<file path="src/rtl/fft_r2_stream_if.sv">
// fft_r2_stream_if: sample-in / spectrum-out stream bundle for fft_r2_stream.
//   in_valid/in_ready/in_re/in_im          : time-domain sample stream into the engine
//   out_valid/out_ready/out_re/out_im      : spectrum stream out of the engine, natural order
//   out_idx/out_last                       : bin index of the current output, high on bin N-1
//   busy                                   : engine is transforming or unloading
//   slave  : engine side
//   master : producer/consumer side
interface fft_r2_stream_if #(
   parameter int LOG2N  = 3,
   parameter int DATA_W = 16
);
   logic                     in_valid;
   logic                     in_ready;
   logic signed [DATA_W-1:0] in_re;
   logic signed [DATA_W-1:0] in_im;
   logic                     out_valid;
   logic                     out_ready;
   logic signed [DATA_W-1:0] out_re;
   logic signed [DATA_W-1:0] out_im;
   logic [LOG2N-1:0]         out_idx;
   logic                     out_last;
   logic                     busy;
   modport slave (
      input  in_valid, in_re, in_im, out_ready,
      output in_ready, out_valid, out_re, out_im, out_idx, out_last, busy
   );
   modport master (
      output in_valid, in_re, in_im, out_ready,
      input  in_ready, out_valid, out_re, out_im, out_idx, out_last, busy
   );
endinterface

</file>
<file path="src/rtl/fft_r2_stream.sv">
// fft_r2_stream: iterative radix-2 DIT FFT, one time-shared butterfly per cycle.
//   clk : rising-edge clock
//   rst : asynchronous active-high reset
//   s   : fft_r2_stream_if.slave -- sample input stream, spectrum output stream
//         (with bin index and last marker) and busy flag
// Flow: LOAD (N samples stored bit-reversed) -> COMPUTE (LOG2N*N/2 cycles, in place)
//       -> UNLOAD (bins 0..N-1 in natural order) -> LOAD.
// Optional build macro FFT_STAGE_SCALE_EN: halve every butterfly output (overall 1/N);
// without it each butterfly output saturates and the result is the unscaled DFT.
module fft_r2_stream #(
   parameter int LOG2N  = 3,
   parameter int DATA_W = 16,
   parameter int TW_W   = 16
) (
   input logic            clk,
   input logic            rst,
   fft_r2_stream_if.slave s
);
   localparam int N  = 1 << LOG2N;
   localparam int H  = N / 2;
   localparam int KW = (LOG2N > 1) ? LOG2N - 1 : 1;
   localparam int IW = DATA_W + 2;
   localparam int PW = DATA_W + TW_W + 1;
   localparam logic signed [PW-1:0] RND  = PW'(1) << (TW_W - 2);
   localparam logic signed [IW-1:0] SMAX = IW'((1 << (DATA_W - 1)) - 1);
   localparam logic signed [IW-1:0] SMIN = ~SMAX;

   typedef enum logic [1:0] {LOAD, COMPUTE, UNLOAD} state_t;
   typedef logic [H-1:0][TW_W-1:0] tw_rom_t;

   // Round to nearest; +1.0 does not fit Q1.(TW_W-1) and is clamped.
   function automatic logic [TW_W-1:0] tw_q(input real r);
      int v;
      v = (r >= 0.0) ? $rtoi(r + 0.5) : -$rtoi(0.5 - r);
      return (v > (1 << (TW_W - 1)) - 1) ? TW_W'((1 << (TW_W - 1)) - 1) : TW_W'(v);
   endfunction

   // W^k = cos(2*pi*k/N) - j*sin(2*pi*k/N), k = 0..N/2-1
   function automatic tw_rom_t tw_gen(input bit imag);
      tw_rom_t rom;
      real     scale;
      real     ang;
      rom   = '0;
      scale = 2.0 ** (TW_W - 1);
      for (int k = 0; k < H; k++) begin
         ang    = 6.283185307179586 * k / N;
         rom[k] = tw_q(imag ? -$sin(ang) * scale : $cos(ang) * scale);
      end
      return rom;
   endfunction

   localparam tw_rom_t TW_RE = tw_gen(1'b0);
   localparam tw_rom_t TW_IM = tw_gen(1'b1);

   function automatic logic signed [DATA_W-1:0] sat(input logic signed [IW-1:0] x);
      logic signed [IW-1:0] y;
`ifdef FFT_STAGE_SCALE_EN
      y = x >>> 1;
`else
      y = x;
`endif
      return (y > SMAX) ? DATA_W'(SMAX) : (y < SMIN) ? DATA_W'(SMIN) : DATA_W'(y);
   endfunction

   state_t                   state, state_n;
   logic [LOG2N-1:0]         cnt, rev, j, lo_mask, half, lo, a, b;
   logic [KW-1:0]            kh;
   logic [3:0]               stage;
   logic                     k0, last_j, last_stage, load_hs, unload_hs;
   logic signed [DATA_W-1:0] mem_re [N];
   logic signed [DATA_W-1:0] mem_im [N];
   logic signed [DATA_W-1:0] ar, ai, br, bi, sa_re, sa_im, sb_re, sb_im;
   logic signed [TW_W-1:0]   wr, wi;
   logic signed [PW-1:0]     pr, pi;
   logic signed [IW-1:0]     tr, ti;

   assign load_hs    = state == LOAD && s.in_valid;
   assign unload_hs  = state == UNLOAD && s.out_ready;
   assign last_j     = j == LOG2N'(H - 1);
   assign last_stage = stage == 4'(LOG2N - 1);
   assign rev        = {<<{cnt}};

   // Butterfly j of stage s: a = (j>>s)<<(s+1) | (j mod 2^s), b = a + 2^s,
   // twiddle index k = (j mod 2^s) << (LOG2N-1-s).
   assign lo_mask = LOG2N'((1 << stage) - 1);
   assign half    = LOG2N'(1 << stage);
   assign lo      = j & lo_mask;
   assign a       = ((j & ~lo_mask) << 1) | lo;
   assign b       = a | half;
   assign kh      = KW'(lo << (LOG2N - 1 - stage));
   assign k0      = lo == '0;

   assign ar = mem_re[a];
   assign ai = mem_im[a];
   assign br = mem_re[b];
   assign bi = mem_im[b];
   assign wr = TW_RE[kh];
   assign wi = TW_IM[kh];

   // Full-precision complex product, round half up, drop TW_W-1 fraction bits.
   assign pr = br * wr - bi * wi + RND;
   assign pi = br * wi + bi * wr + RND;
   assign tr = k0 ? IW'(br) : IW'(pr >>> (TW_W - 1));
   assign ti = k0 ? IW'(bi) : IW'(pi >>> (TW_W - 1));

   assign sa_re = sat(IW'(ar) + tr);
   assign sa_im = sat(IW'(ai) + ti);
   assign sb_re = sat(IW'(ar) - tr);
   assign sb_im = sat(IW'(ai) - ti);

   always_ff @(posedge clk or posedge rst)
      if (rst) state <= LOAD;
      else     state <= state_n;

   always_comb begin
      state_n     = state == LOAD    ? (load_hs && &cnt ? COMPUTE : LOAD) :
                    state == COMPUTE ? (last_j && last_stage ? UNLOAD : COMPUTE) :
                    state == UNLOAD  ? (unload_hs && &cnt ? LOAD : UNLOAD) : LOAD;
      s.in_ready  = state == LOAD;
      s.out_valid = state == UNLOAD;
      s.busy      = state == COMPUTE || state == UNLOAD;
      s.out_last  = state == UNLOAD && &cnt;
      s.out_idx   = state == UNLOAD ? cnt : '0;
      s.out_re    = state == UNLOAD ? mem_re[cnt] : '0;
      s.out_im    = state == UNLOAD ? mem_im[cnt] : '0;
   end

   // cnt is the load sample counter and then the unload bin index; it wraps to 0
   // on the final handshake of each phase.
   always_ff @(posedge clk or posedge rst)
      if (rst) begin
         cnt   <= '0;
         j     <= '0;
         stage <= '0;
      end else begin
         if (load_hs || unload_hs) cnt <= cnt + 1'b1;
         if (state == COMPUTE) begin
            j <= last_j ? '0 : j + 1'b1;
            if (last_j) stage <= last_stage ? '0 : stage + 1'b1;
         end
      end

   always_ff @(posedge clk)
      if (load_hs) begin
         mem_re[rev] <= s.in_re;
         mem_im[rev] <= s.in_im;
      end else if (state == COMPUTE) begin
         mem_re[a] <= sa_re;
         mem_im[a] <= sa_im;
         mem_re[b] <= sb_re;
         mem_im[b] <= sb_im;
      end
endmodule

</file>
<file path="src/flat_wrapper.sv">
// flat-port wrapper written by rule: the top's interface ports become plain ports
module fft_r2_stream_flat 
#(
   parameter int LOG2N  = 3,
   parameter int DATA_W = 16,
   parameter int TW_W   = 16
)
  (clk, rst, s_in_valid, s_in_re, s_in_im, s_out_ready, s_in_ready, s_out_valid, s_out_re, s_out_im, s_out_idx, s_out_last, s_busy);
  fft_r2_stream_if #(.LOG2N(LOG2N), .DATA_W(DATA_W)) s_i ();
  input logic clk;
  input logic rst;
  input wire logic [$bits(s_i.in_valid)-1:0] s_in_valid;
  input wire logic [$bits(s_i.in_re)-1:0] s_in_re;
  input wire logic [$bits(s_i.in_im)-1:0] s_in_im;
  input wire logic [$bits(s_i.out_ready)-1:0] s_out_ready;
  output wire logic [$bits(s_i.in_ready)-1:0] s_in_ready;
  output wire logic [$bits(s_i.out_valid)-1:0] s_out_valid;
  output wire logic [$bits(s_i.out_re)-1:0] s_out_re;
  output wire logic [$bits(s_i.out_im)-1:0] s_out_im;
  output wire logic [$bits(s_i.out_idx)-1:0] s_out_idx;
  output wire logic [$bits(s_i.out_last)-1:0] s_out_last;
  output wire logic [$bits(s_i.busy)-1:0] s_busy;
  assign s_i.in_valid = s_in_valid;
  assign s_i.in_re = s_in_re;
  assign s_i.in_im = s_in_im;
  assign s_i.out_ready = s_out_ready;
  assign s_in_ready = s_i.in_ready;
  assign s_out_valid = s_i.out_valid;
  assign s_out_re = s_i.out_re;
  assign s_out_im = s_i.out_im;
  assign s_out_idx = s_i.out_idx;
  assign s_out_last = s_i.out_last;
  assign s_busy = s_i.busy;
  fft_r2_stream #(.LOG2N(LOG2N), .DATA_W(DATA_W), .TW_W(TW_W)) u_core (.clk(clk), .rst(rst), .s(s_i));
endmodule
</file>
<file path="config.mk">
export PLATFORM = sky130hd
export DESIGN_NAME = fft_r2_stream_flat
export DESIGN_NICKNAME = d
export VERILOG_FILES = /design/src/rtl/fft_r2_stream_if.sv /design/src/rtl/fft_r2_stream.sv /design/src/flat_wrapper.sv
export SDC_FILE = /design/constraint.sdc
export NUM_CORES = 2
export LEC_CHECK = 0
export ABC_AREA = 1
export BUFFER_PORTS_ARGS = -buffer_cell sky130_fd_sc_hd__buf_4
export CAP_MARGIN = 20
export CORE_ASPECT_RATIO = 1.5
export CORE_MARGIN = 3
export CORE_UTILIZATION = 55
export DETAILED_ROUTE_END_ITERATION = 8
export MAX_ROUTING_LAYER = met4
export PLACE_DENSITY = 0.72
export SYNTH_ARGS = -nofsm -noshare
export SYNTH_HDL_FRONTEND = slang
export SYNTH_SLANG_ARGS = --single-unit
</file>
<file path="constraint.sdc">
create_clock -name clk -period 13.7 [get_ports clk]
set_input_delay 2.74 -clock clk [delete_from_list [all_inputs] [get_ports clk]]
set_output_delay 2.74 -clock clk [all_outputs]
set_load 0.02 [all_outputs]
</file>
==> results.toml <==
[outcome]
status = "finished, final reports clean"

[routing]
drc = 0
drtIter0Drc = 4626
drt-total-wl_um = 185000
num_vias = 50691
drtPass1Iterations = 7
antenna_left = 0
avgRoutedWirePerCell_um = 21.3
viasPerCell = 5.84

[grt]
grt-ovfl-total = 0
antenna_found_initial = 1
grt_max_degree = 99
grt_first_pass_wirelength_um = 285000
track_usage_pct = 36.4
grt_pass1_vias = 51582

[final_layout]
final_cell_mix = "inv_1, nand2_1, ha_1"
fin_nets = 8711
fillers = 9060
final_common_cell = "inv_1"
multiInputGateArea_mm2 = 0.0415
finalNonFillerCells = 8683
drive_above_1_share_pct = 10.4
syn2layout_area_growth_pct = 9.90
regArea_mm2 = 0.00800

[timing]
layout_setup_ws_ps = 697
drv_slew = 0
fin_crit_ps = 13000
worst_clock_skew_ps = 26.0
slew_headroom_pct = 22.8
finalHoldViolCount = 0
fin_crit_sh_pct = 94.9
setup_viol = 0
max_freq_mhz = 76.9
tightestPinTransition_ps = 1160

[setup_path]
slowest_delay_ps = 560
crit_required_ps = 14020
crit_top_cell = "nand2_1"
crit_arrival_ps = 13320
worst-path-max-fanout = 10
cp-start-kind = "flip-flop"
critPathKind = "flip-flop to flip-flop"
end_kind = "flip-flop"
cpMaxStageDelayCell = "fa_1"

[cts]
clock-sinks = 268
cts_buffers = 22
htreeDepth = 1
clock_latency_ps = 570
cts-root-buf = "clkbuf_16"
clkTransAtPathRegs_ps = 70
cts_tree = "yes"
clock_path_buffers = 3
postCtsHoldBufs = 0

[hold_path]
hp-class = "flip-flop to flip-flop"

[yosys]
synth_flop_cell = "edfxtp_1"
yosysSeqAreaShare_pct = 14.5
synth_top_area_share_pct = 22.8
ys_warn_count = 0
synth.distinct_cells = 59
async_flop_share_pct = 4.48
synth_fp_nets = 8496
synth_top_cell_by_area = "fa_1"
synth_edf_count = 256
syn_area_per_cell_um2 = 7.71
synth-seq-cells = 268
synthCells = 7164
synth.area.top_cells = "fa_1, ha_1, edfxtp_1"
syn_area_mm2 = 0.0552

[placed_design]
gp_congestion = 1.04
dp_cells = 8624
dp_worst_setup_slack_ps = -138
dpl.hpwl_um = 144000
io_buffers = 74

[die]
core_mm2 = 0.0991
die_width_um = 265
die_h_um = 394
rows = 141
dieArea_mm2 = 0.104
initial_core_util_pct = 55.7
ios = 75

[flow_run]
max_cap_viol_count = 0
## routing by layer
metal,wire (µm),global-route usage [%],part of all wire [%],up-vias
li1,-,-,-,23369
met4,14700,22.4,8.0,0
met5,0,-,0,-
met2,92000,63.8,50,2517
met1,62900,39.2,34,23932
met3,15500,4.40,8.4,873
## final timing paths
kind,start,slack [ps],to,cells past startpoint
worst max-delay path,u_core.stage[2],700,u_core.mem_im[2][10],60
worst min-delay path,u_core.j[1],600,u_core.j[1],2
worst max register to register,u_core.stage[2],700,u_core.mem_im[2][10],60
worst min register to register,u_core.j[1],600,u_core.j[1],2
max in group asynchronous,rst,11130,u_core.cnt[0],2
min in group asynchronous,rst,2210,u_core.cnt[2],2
## sequential cells by signal, summed over array words and instances, names as in the netlist
signal and flops:
u_core.cnt 3, u_core.j 3, u_core.mem_im 128, u_core.mem_re 128
u_core.stage 4, u_core.state 2
## worst max-delay path: cells and delay by family, from the launching register on
| kind | cells | cell delay (ps) |
|---|---|---|
| buffers and inverters | 13 | 1890 |
| DFF | 1 | 460 |
| AOI/OAI and AO/OA | 11 | 1760 |
| xor gates and xnor gates | 3 | 440 |
| adders and majority gates | 11 | 4670 |
| and+or+nand+nor | 22 | 3450 |
## through the flow
step | setup TNS, ps | util [%] | hold WS [ps] | cell area, µm²
final | 0 | 61.2 | 604 | 60700
after global routing | -1210 | 61.2 | 662 | 60700
after CTS | 0 | 60.7 | 602 | 60200
after detailed placement | -8770 | 59.9 | 581 | 59400
after global placement | 0 | 59.9 | 556 | 59400
after floorplan | 0 | - | 505 | 55200
## final cells by class
class	instances	share of cell area (%)
clock buffer	25	0.960
antenna	1	0.00412
sequential	268	13.2
tap	1287	2.65
inverter	1378	8.53
clock inverter	15	0.231
multi-input combinational	5245	68.3
timing repair buffer	464	6.10
## Yosys cell counts (6+ instances only)
cell and instances:
nor3_1 33, buf_4 6, a221oi_1 48, o21ai_1 7, buf_1 55, o21ai_0 586
xor2_1 211, nand2_2 22, o21a_1 9, inv_1 1357, nor2_2 20, o31ai_1 37
edfxtp_1 256, dfrtp_1 12, nor2_1 401, fa_1 629, buf_2 31, nor4_1 13
a21boi_0 7, nand2_4 14, nand2_1 1361, or2_2 74, clkinv_1 12, nand2_8 10
a21o_1 43, ha_1 667, a31oi_1 21, o211ai_1 72, xnor2_1 85, nand3_1 393
nand4_1 14, o21bai_1 19, clkbuf_1 178, inv_2 9, a22oi_1 44, a21oi_1 364
## repair_timing
| action | CTS | global route |
|---|---|---|
| endpoints found under the setup margin | 153 | 256 |
| cloned | 0 | 0 |
| pin swaps | 0 | 8 |
| buffers inserted | 0 | 18 |
| hold endpoints to repair | 0 | 0 |
| gates resized for setup | 16 | 113 |
## logic make-up after synthesis
kind of cell             Yosys count  share of synthesized area (%)
AO/OA/AOI/OAI                   1279                           13.1
XOR/XNOR                         296                           4.69
adder cells (fa/ha/maj)         1296                           37.9
buffers and inverters           1651                           11.4
flip-flops                       268                           14.5
multiplexers                       6                          0.111
AND/OR/NAND/NOR                 2368                           18.3
Power is left out: the tool's default activity adds up to more than one toggle a clock period on the data nets, which glitch-free logic cannot reach.
